[src/rtl/mem_bus_ctrl_if.sv]
// CPU-side memory port: request strobe, access type, address and write data out; read data and status back.
interface mem_bus_ctrl_if;
    logic        en;
    logic        rw;
    logic [31:0] abus;
    logic [31:0] wdata;
    logic [31:0] rdata;
    logic        ready;
    logic        err;
    logic        busy;

    modport master (output en, rw, abus, wdata, input  rdata, ready, err, busy);
    modport slave  (input  en, rw, abus, wdata, output rdata, ready, err, busy);
endinterface

[src/rtl/mem_bus_ctrl.sv]
// mem_bus_ctrl: big-endian byte memory behind an IDLE/BUSY/DONE handshake; ready pulses after WAIT+1 edges counting the accept edge.
// No backpressure: requests are taken only in IDLE or DONE; defining MEM_PRELOAD_EN loads the boot image on reset.
module mem_bus_ctrl #(
    parameter int DEPTH = 128,
    parameter int WAIT  = 2
) (
    input  logic          clock,
    input  logic          reset,
    mem_bus_ctrl_if.slave bus
);
    localparam int          AW        = $clog2(DEPTH);
    localparam int          CW        = (WAIT > 1) ? $clog2(WAIT) : 1;
    localparam logic [31:0] LAST_WORD = 32'(DEPTH - 4);

    typedef enum logic [1:0] {ST_IDLE, ST_BUSY, ST_DONE} state_t;

    state_t        r_state, w_state_nxt;
    logic [CW-1:0] r_cnt, w_cnt_nxt;
    logic [31:0]   r_addr, r_wdata, r_rdata;
    logic          r_rw, r_err;
    logic [7:0]    r_mem [DEPTH];

    logic          w_accept, w_commit, w_bad, w_rw, w_ready;
    logic [31:0]   w_addr, w_wdata;
    logic [AW-3:0] w_word;

`ifdef MEM_PRELOAD_EN
    localparam logic [31:0] BOOT [9] = '{
        32'h001F0018, 32'h002F0010, 32'h003F0014, 32'h13221000, 32'h13332000,
        32'h26FFFFF4, 32'h00000000, 32'h00000001, 32'h00000000
    };
`endif

    assign w_accept = bus.en && (r_state != ST_BUSY);
    assign w_commit = (w_state_nxt == ST_DONE);

    // With no wait states an access completes on its own accept edge, so the live request is used.
    assign w_addr  = (WAIT == 0) ? bus.abus  : r_addr;
    assign w_wdata = (WAIT == 0) ? bus.wdata : r_wdata;
    assign w_rw    = (WAIT == 0) ? bus.rw    : r_rw;

    assign w_bad  = (w_addr[1:0] != 2'b00) || (w_addr > LAST_WORD);
    assign w_word = w_addr[AW-1:2];

    always_comb begin
        w_state_nxt = r_state;
        w_cnt_nxt   = r_cnt;
        case (r_state)
            ST_BUSY: begin
                if (r_cnt == '0) w_state_nxt = ST_DONE;
                else             w_cnt_nxt   = r_cnt - CW'(1);
            end
            default: begin
                w_state_nxt = ST_IDLE;
                if (bus.en) begin
                    if (WAIT == 0) begin
                        w_state_nxt = ST_DONE;
                    end else begin
                        w_state_nxt = ST_BUSY;
                        w_cnt_nxt   = CW'(WAIT - 1);
                    end
                end
            end
        endcase
    end

    always_ff @(posedge clock) begin
        if (reset) begin
            r_state <= ST_IDLE;
            r_cnt   <= '0;
            r_rdata <= '0;
            r_err   <= 1'b0;
        end else begin
            r_state <= w_state_nxt;
            r_cnt   <= w_cnt_nxt;
            if (w_accept) begin
                r_addr  <= bus.abus;
                r_rw    <= bus.rw;
                r_wdata <= bus.wdata;
            end
            if (w_commit) begin
                r_err <= w_bad;
                if (!w_bad && w_rw)
                    r_rdata <= {r_mem[{w_word, 2'd0}], r_mem[{w_word, 2'd1}],
                                r_mem[{w_word, 2'd2}], r_mem[{w_word, 2'd3}]};
            end
        end
    end

    // Reset leaves storage alone unless the boot image is enabled; a write cut short by reset never commits.
    always_ff @(posedge clock) begin
        if (reset) begin
`ifdef MEM_PRELOAD_EN
            for (int i = 0; i < 36; i++)
                r_mem[AW'(i)] <= BOOT[i / 4][8 * (3 - (i % 4)) +: 8];
`endif
        end else if (w_commit && !w_bad && !w_rw) begin
            r_mem[{w_word, 2'd0}] <= w_wdata[31:24];
            r_mem[{w_word, 2'd1}] <= w_wdata[23:16];
            r_mem[{w_word, 2'd2}] <= w_wdata[15:8];
            r_mem[{w_word, 2'd3}] <= w_wdata[7:0];
        end
    end

    assign w_ready   = (r_state == ST_DONE);
    assign bus.ready = w_ready;
    assign bus.err   = w_ready && r_err;
    assign bus.busy  = (r_state != ST_IDLE);
    assign bus.rdata = r_rdata;
endmodule
[src/flat_wrapper.sv]
// flat-port wrapper written by rule: the top's interface ports become plain ports
module mem_bus_ctrl_flat 
#(
    parameter int DEPTH = 128,
    parameter int WAIT  = 2
)
  (clock, reset, bus_en, bus_rw, bus_abus, bus_wdata, bus_rdata, bus_ready, bus_err, bus_busy);
  mem_bus_ctrl_if bus_i ();
  input  logic clock;
  input  logic reset;
  input wire logic [$bits(bus_i.en)-1:0] bus_en;
  input wire logic [$bits(bus_i.rw)-1:0] bus_rw;
  input wire logic [$bits(bus_i.abus)-1:0] bus_abus;
  input wire logic [$bits(bus_i.wdata)-1:0] bus_wdata;
  output wire logic [$bits(bus_i.rdata)-1:0] bus_rdata;
  output wire logic [$bits(bus_i.ready)-1:0] bus_ready;
  output wire logic [$bits(bus_i.err)-1:0] bus_err;
  output wire logic [$bits(bus_i.busy)-1:0] bus_busy;
  assign bus_i.en = bus_en;
  assign bus_i.rw = bus_rw;
  assign bus_i.abus = bus_abus;
  assign bus_i.wdata = bus_wdata;
  assign bus_rdata = bus_i.rdata;
  assign bus_ready = bus_i.ready;
  assign bus_err = bus_i.err;
  assign bus_busy = bus_i.busy;
  mem_bus_ctrl #(.DEPTH(DEPTH), .WAIT(WAIT)) u_core (.clock(clock), .reset(reset), .bus(bus_i));
endmodule
[config.mk]
export PLATFORM = sky130hd
export DESIGN_NAME = mem_bus_ctrl_flat
export DESIGN_NICKNAME = d
export VERILOG_FILES = /design/src/rtl/mem_bus_ctrl_if.sv /design/src/rtl/mem_bus_ctrl.sv /design/src/flat_wrapper.sv
export SDC_FILE = /design/constraint.sdc
export NUM_CORES = 1
export LEC_CHECK = 0
export BUFFER_PORTS_ARGS = -buffer_cell sky130_fd_sc_hd__buf_4
export CAP_MARGIN = 20
export CORE_ASPECT_RATIO = 0.6
export CORE_MARGIN = 3
export CORE_UTILIZATION = 50
export CTS_BUF_LIST = sky130_fd_sc_hd__clkbuf_8
export DETAILED_ROUTE_END_ITERATION = 12
export PLACE_DENSITY = 0.72
export SLEW_MARGIN = 20
export SYNTH_ARGS = -nofsm -noshare
export SYNTH_HDL_FRONTEND = slang
export SYNTH_SLANG_ARGS = --single-unit
[constraint.sdc]
create_clock -name clock -period 4.4 [get_ports clock]
set_input_delay 0 -clock clock [delete_from_list [all_inputs] [get_ports clock]]
set_output_delay 0 -clock clock [all_outputs]
set_load 0.02 [all_outputs]
# ---- Word-level counts from Yosys, hierarchy flattened
# Memory sizes are Yosys's and may differ from the RTL's. A register that Yosys moved wholly into a read port is not among the register bits.
# Cells that the tools add are included.
dict set report word_totals {
  in_bits 68
  latchBits 0
  romBits 0
  ff_bits 69
  mem_bits_rw 1024
  n_memories 1
}
# memory words word_bits rd rd_ports_with_merged_regs wr line
set memory_table {}
lappend memory_table {u_core.r_mem 128 8 4 4 4 mem_bus_ctrl.sv:21} ;# logic [7:0] r_mem [DEPTH];
dict set report op_classes {
  shift 0
  bitwise 1
  n_mux 9
  n_reduce_logical 13
  add_sub_neg 1
  mul 0
  magnitude_cmp 1
  n_div 0
  n_eq_ne 4
}
# cell n
set ops {}
lappend ops {{32-bit by 7-bit > comparator with 1-bit output, second input constant} 1}
lappend ops {{1-bit 2-to-1 mux} 7}
lappend ops {{2-bit nonzero test} 3}
lappend ops {{1-bit logical AND} 5}
lappend ops {{2-bit equality test, second input constant} 2}
lappend ops {{2-bit 2-to-1 mux} 2}
lappend ops {{2-bit AND reduction} 2}
lappend ops {{2-bit by 1-bit equality test with 1-bit output, second input constant} 1}
lappend ops {{1-bit logical NOT} 2}
lappend ops {{2-bit by 1-bit inequality test with 1-bit output, second input constant} 1}
lappend ops {{1-bit logical OR} 1}
lappend ops {{1-bit NOT} 1}
lappend ops {{1-bit subtractor, second input constant} 1}

# ---- Depth between registers and ports, before layout
# Gate-level depths: netlist of run 1.
dict set report depth {
  ltp_word 8
  ltp_mapped 9
  depth_no_buf 5
}

# ---- Worst setup path after synthesis of run 1
# OpenSTA, ideal clock, no wires.
dict set report synth_path {
  path_kind {register to register}
  startpoint {register u_core.r_addr[3]}
  endpoint {memory u_core.r_mem[84][0], in the netlist u_core.r_mem[21][0] (enable)}
  slack_ns 1.093
  required_time_ns 3.979
  t_arrival_ns 2.886
  path_buffers 5
  stages_incl_launch_ff 8
  cell_sequence {edfxtp_1 -> buf_2 -> buf_6 -> buf_4 -> buf_4 -> buf_2 -> nand4b_1 -> nor2_1}
}
# element line
set synth_lines {}
lappend synth_lines {{start, declared} mem_bus_ctrl.sv:19} ;# logic [31:0] r_addr, r_wdata, r_rdata;
lappend synth_lines {{start signal, assigned} mem_bus_ctrl.sv:77} ;# r_addr <= bus.abus;
lappend synth_lines {{end, declared} mem_bus_ctrl.sv:21}

# ---- Final worst setup path of run 1
dict set report layout_path {
  startpoint {register u_core.r_addr[6]}
  endpoint {register u_core.r_rdata[18], in the netlist bus_rdata[18] (read register of u_core.r_mem)}
}
dict set report layout_via {
  elab_chain_len 5
}
# element line
set layout_rtl {}
lappend layout_rtl {{32-bit by 7-bit > comparator with 1-bit output} mem_bus_ctrl.sv:42} ;# assign w_bad = (w_addr[1:0] != 2'b00) || (w_addr > LAST_WORD);
lappend layout_rtl {{1-bit logical OR} mem_bus_ctrl.sv:42}
lappend layout_rtl {{1-bit logical NOT} mem_bus_ctrl.sv:83} ;# if (!w_bad && w_rw)
lappend layout_rtl {{1-bit logical AND} mem_bus_ctrl.sv:83}
lappend layout_rtl {{2-bit AND reduction (no source line)} -}
lappend layout_rtl {{end, declared} mem_bus_ctrl.sv:19}
# Parallel ways exist; a longest one is shown, timed or not.
# A chain may end at the register's enable or synchronous reset.

==> results of run 1 <==
where the power goes:
| group | leakage (nW) | switching, W | internal [W] |
|---|---|---|---|
| Combinational | 5.06 | 0.000342 | 0.000325 |
| Clock | 1.55 | 0.00379 | 0.00342 |
| Sequential | 10.1 | 0.000104 | 0.0117 |
| Total | 16.7 | 0.00423 | 0.0155 |
routing by layer:
layer,share of wire,global-route usage
met1,0.41,0.3412
met3,0.11,0.06767
met4,0.024,0.07586
met2,0.45,0.3521
met5,0,0
placed cells by master (no fill, tap or decap), types with 22 or more instances in the layout:
master         instances
a2111oi_2             28
a311oi_1              32
buf_12                22
buf_4                159
clkbuf_8             164
clkinv_1              26
dfxtp_1               36
dlygate4sd3_1        134
edfxtp_1            1089
inv_1                 51
mux2i_1              378
mux4_2                67
nand2_1               32
nor2_1                40
nor2_4                32
o22ai_1              188
or4_1                 28
state kept, by name, summed over array words and instances, names as in the netlist:
signal and cells:
bus_rdata 32, u_core.r_addr 32, u_core.r_cnt 1, u_core.r_err 1
u_core.r_mem 1024, u_core.r_rw 1, u_core.r_state 2, u_core.r_wdata 32
Yosys cell counts, types with 2 or more instances:
cell	count	area [µm²]
nor2_1	72	270.3
mux2i_1	378	3784
a311oi_1	32	280.3
or4bb_1	2	22.52
or2_2	2	12.51
and2_1	3	18.77
nor2b_1	3	18.77
or4b_1	3	30.03
or3b_2	2	17.52
nand3_1	2	10.01
nand4b_1	5	43.79
mux4_2	67	1509
buf_2	59	295.3
dfxtp_1	36	720.7
nand3b_1	3	22.52
a2111oi_2	28	420.4
nand4_1	4	25.02
or4_1	28	210.2
buf_4	25	187.7
edfxtp_1	1089	32700
nand4bb_1	5	56.30
nor3_1	5	25.02
inv_1	3	11.26
buf_6	8	90.09
nand2_1	32	120.1
clkbuf_1	25	93.84
o22ai_1	188	1176
or3_1	4	25.02
a22oi_1	3	22.52
nor4_1	10	62.56
logic make-up (layout without fill, tap and decap cells):
logic type	after synthesis	after routing	share of synthesized area
flip-flops	1125	1125	0.7888
AO/OA/AOI/OAI	255	255	0.04550
AND/OR/NAND/NOR	189	189	0.02436
multiplexers	446	446	0.1252
buffers and inverters	122	593	0.01621
path summary, 6_finish.rpt:
check	startpoint	to	cells after the start
worst max-delay path	u_core.r_addr[6]	bus_rdata[18]	6
worst min register to register	u_core.r_cnt	u_core.r_state[1]	1
worst min-delay path	reset	bus_rdata[0]	3
worst max register to register	u_core.r_addr[6]	bus_rdata[18]	6
repair_timing:
action	in CTS	in global routing
hold buffers	134	0
setup endpoints to repair	0	0
endpoints found under the hold margin	124	0
through the flow:
stage	total power (W)	util
6_report	0.01971	0.5882
5_1_grt	0.02038	0.5882
3_3_place_gp	0.01260	0.5378
3_5_place_dp	0.01262	0.5379
2_1_floorplan	0.01238	-
4_1_cts	0.01980	0.5859
layout make-up:
class / instances / area, µm²
clock buffers: 164 / 2257
well taps: 1134 / 1419
repair buffers: 329 / 3186
flip-flops and latches: 1125 / 33420
multi-input cells: 890 / 8534
clock inverters: 97 / 417.9
fillers: 6037 / 34470
inverters: 3 / 11.26
worst max-delay path: cells and delay by family (launching register included):
family,cells,cell delay [ns]
simple gates,2,1.52
buf+inv,1,0.32
flops,1,1.03
compound gates,3,0.52
==> results.json, run 1 <==
{
  "status": "complete, no violations",
  "syn_area_mm2": 0.04237,
  "postCtsResizedCells": 0,
  "cp_cell_sequence": "nand4bb_2 -> buf_4 -> o22ai_1 -> or4_1 -> a2111oi_2 -> a311oi_1",
  "post_synth.cell_area_avg_um2": 19.83,
  "cts_tree": "yes",
  "critPathSlowestCell": "edfxtp_1",
  "placed_area_mm2": 0.04504,
  "num_io_pins": 103,
  "hp-class": "in2reg",
  "rsz0062_at_grt": "no",
  "antennaDiodeCount": 0,
  "synth_seq_cells": 1125,
  "cp-start-kind": "flop",
  "worstSkewPairLatency_ns": 0.80,
  "crit_required_ns": 5.04,
  "cts_sinks": 1125,
  "grt_pass1_vias": 22580,
  "wl_per_cell_um": 28.08,
  "synth_fp_nets": 2205,
  "drive_gt1_frac": 0.2002,
  "maxSlewHeadroom": 0.2714,
  "clockBufferDepth": 3,
  "final_nets": 2569,
  "ant_nets": 0,
  "cts_buffers": 152,
  "critPathCaptureType": "flop",
  "post-route-period-util": 0.8082,
  "ys_seq_area_frac": 0.7888,
  "crit_fanout": 25,
  "post_cts_buffers": 0,
  "drc_errors": 0,
  "synthFlopType": "edfxtp_1",
  "final_cell_count_no_fill": 3742,
  "firstDrtPassIters": 6,
  "ir_drop_mv": 0.2860,
  "area_growth_pct": 16.22,
  "reg2reg_slack_ns": 0.84,
  "cap_viol_max_count": 0,
  "critical_path_arrival_ns": 4.20,
  "viasPerCell": 6.025,
  "hold_ws_ns": 0.09944,
  "setup-tns-final_ns": 0,
  "total_leakage_power_nw": 16.70,
  "vias": 22550,
  "grt_max_degree": 71,
  "hpwl_mm": 58.24,
  "io_buffers": 102,
  "syn-instance-count": 2137,
  "fin_skew_ns": 0.03633,
  "dieArea_mm2": 0.08839,
  "synth_cell_type_count": 41,
  "die_w_um": 381.8,
  "crit_type": "reg2reg",
  "antenna_found_initial": 0,
  "fin_area_mm2": 0.04925,
  "async_flop_share": 0,
  "fmax_ghz": 0.2812,
  "htree_levels": 4,
  "setup_ws_ns": 0.8437,
  "yosys_warnings": 0,
  "core_mm2": 0.08372,
  "clock-root-buffer": "clkbuf_8",
  "die_h_um": 231.5,
  "place_inst": 3334,
  "dp_slack_ns": 0.9476,
  "setup_viol": 0,
  "slew_viol_final": 0,
  "hold_viol_final": 0,
  "synth_edf_count": 1089,
  "cts.reportedPaths.clkPinSlew_ns": 0.07,
  "place_congestion": 0.8316,
  "initial_core_util": 0.5061,
  "grt.total_usage": 0.2371,
  "drt_iter0_markers": 2586,
  "overflow": 0,
  "period_needed_ns": 3.556,
  "slowest_delay_ns": 1.03,
  "worstMarginPinSlew_ns": 1.093,
  "finalWirelength_mm": 105.1,
  "grt_pass1_wl_mm": 151.8,
  "fp-row-count": 82,
  "power_density_mw_per_mm2": 400.2
}
Power figures use the tool's default switching activity.
==> run 2: changes to the inputs <==
Settings changed: ABC_AREA from default to 1, PLACE_DENSITY 0.72 to 0.75.
Clock period 4.4 ns to 3.1 ns, I/O delays scaled along.
==> results.json, run 2 <==
{
  "status": "complete, no violations",
  "hold_viol_final": 0,
  "power_density_mw_per_mm2": 548.6,
  "hp-class": "in2reg",
  "dieArea_mm2": 0.09557,
  "synth_top_area_frac": 0.7126,
  "cts_tree": "yes",
  "core_mm2": 0.09029,
  "largest_register_ffs": 1024,
  "critical_path_arrival_ns": 3.43,
  "post_synth.cell_area_avg_um2": 10.48,
  "yosys.area.top_type": "edfxtp_1",
  "hpwl_mm": 68.70,
  "viasPerCell": 5.330,
  "vias": 32230,
  "crit_required_ns": 3.57,
  "htree_levels": 4,
  "synth_cell_type_count": 22,
  "post-route-period-util": 0.9561,
  "grt_pass1_vias": 30550,
  "async_flop_share": 0,
  "crit_type": "reg2reg",
  "place_congestion": 0.8208,
  "dp_slack_ns": 0.3584,
  "post-synth-top-count-cell": "nand2_1",
  "worstMarginPinSlew_ns": 1.153,
  "top_register": "u_core.r_mem",
  "rsz0062_at_grt": "no",
  "cp-start-kind": "flop",
  "area_growth_pct": 16.25,
  "antenna_found_initial": 5,
  "synth_fp_nets": 4448,
  "firstDrtPassIters": 6,
  "setup-tns-final_ns": 0,
  "fmax_ghz": 0.3374,
  "cap_viol_max_count": 0,
  "total_leakage_power_nw": 22.37,
  "grt_pass1_wl_mm": 188.3,
  "wl_per_cell_um": 20.90,
  "drt_iter0_markers": 4519,
  "crit-reg2reg-launch": "u_core.r_addr[30]",
  "ir_drop_mv": 0.4768,
  "period_needed_ns": 2.964,
  "setup_ws_ns": 0.1361,
  "io_buffers": 102,
  "ys_seq_area_frac": 0.7283,
  "yosys_warnings": 0,
  "syn_area_mm2": 0.04589,
  "final_cell_count_no_fill": 6048,
  "drive_gt1_frac": 0.1023,
  "synth_edf_count": 1089,
  "num_io_pins": 103,
  "cts.reportedPaths.clkPinSlew_ns": 0.09,
  "finalWirelength_mm": 126.4,
  "die_w_um": 397.1,
  "overflow": 0,
  "mostFrequentLayoutCell": "nand2_1",
  "ant_nets": 0,
  "fillers": 7041,
  "hold_start": "bus_en",
  "die_h_um": 240.7,
  "synthTopCellsByCount": "nand2_1, edfxtp_1, nor2_1",
  "clockBufferDepth": 3,
  "synth_seq_cells": 1125,
  "syn-instance-count": 4380,
  "drc_errors": 0,
  "fp-row-count": 85,
  "critPathCaptureType": "flop",
  "initial_core_util": 0.5082,
  "synthFlopType": "edfxtp_1",
  "place_inst": 5617,
  "final_nets": 4777,
  "final_cell_mix": "nand2_1, edfxtp_1, buf_4",
  "clock-root-buffer": "clkbuf_8",
  "fin_skew_ns": 0.04647,
  "cts_sinks": 1125,
  "grt.total_usage": 0.2642,
  "slew_viol_final": 0,
  "maxSlewHeadroom": 0.2311,
  "setup_viol": 0,
  "synth_area_leaders": "edfxtp_1, nand2_1, dfxtp_1",
  "grt_max_degree": 136,
  "startpoint": "u_core.r_addr[30]",
  "worstSkewPairLatency_ns": 0.85,
  "crit_fanout": 17,
  "cts_buffers": 155
}
## run 2: critical path, cell delays in order (launching register included)
cell,delay [ns]
edfxtp_1,0.47
nor2_1,0.15
nand2_1,0.07
nor2_1,0.18
nand2_1,0.07
nor2_1,0.15
and3_1,0.31
nand2_1,0.41
buf_4,0.31
nor2_4,0.09
buf_4,0.34
## run 2: cell families (layout without fill, tap and decap cells)
family	after synthesis	in the layout	share of synthesized area
other	0	1	0
DFF	1125	1125	0.7283
and+or+nand+nor	2994	2994	0.2463
buffers and inverters	257	706	0.02487
AOI/OAI and AO/OA	4	4	0.0004907
## run 2: report_power, final
group,switching [W],internal (W),leakage (nW)
registers,0.000123,0.0167,10.1
clock network,0.00576,0.00533,1.67
logic,0.000917,0.000474,10.6
## run 2: path summary, 6_finish.rpt
kind,cells after the start,slack [ns],endpoint
setup / recovery,10,0.14,u_core.r_mem[21][16]
hold / removal,4,0.08,u_core.r_cnt
setup reg to reg,10,0.14,u_core.r_mem[21][16]
hold reg to reg,2,0.49,u_core.r_cnt
## run 2: metal layers
metal  vias to the layer above  part of all wire  GRT usage
met5                         -                 0          0
met4                         0             0.031    0.09994
met3                       258              0.13    0.06030
met2                      2128              0.43     0.3784
met1                     15040              0.41     0.3955
li1                      14810                 -          -
## run 2: final cells by class
type / count / area, µm² / share of cell area
Inverter: 54 / 217.7 / 0.004081
Tap cell: 1218 / 1524 / 0.02857
Timing Repair Buffer: 375 / 3641 / 0.06825
Sequential cell: 1125 / 33420 / 0.6265
Clock inverter: 107 / 569.3 / 0.01067
Clock buffer: 170 / 2340 / 0.04386
Antenna cell: 1 / 2.502 / 0.00004691
Multi-Input combinational cell: 2998 / 11630 / 0.2180
## run 2: metrics by stage
step           total power (W)  area [µm²]  utilization  hold slack [ns]
2_1_floorplan          0.01779       45890            -          0.07847
3_3_place_gp           0.01825       48690       0.5392           0.1782
3_5_place_dp           0.01829       48770       0.5401           0.1793
4_1_cts                0.02920       53020       0.5872         0.009168
5_1_grt                0.03017       53340       0.5908          0.07646
6_report               0.02926       53340       0.5908          0.07574
## run 2: what timing repair did
action,CTS,global route
gates resized for setup,0,0
endpoints found under the hold margin,139,0
setup endpoints to repair,0,0
hold buffers,134,0
buffers inserted,0,0
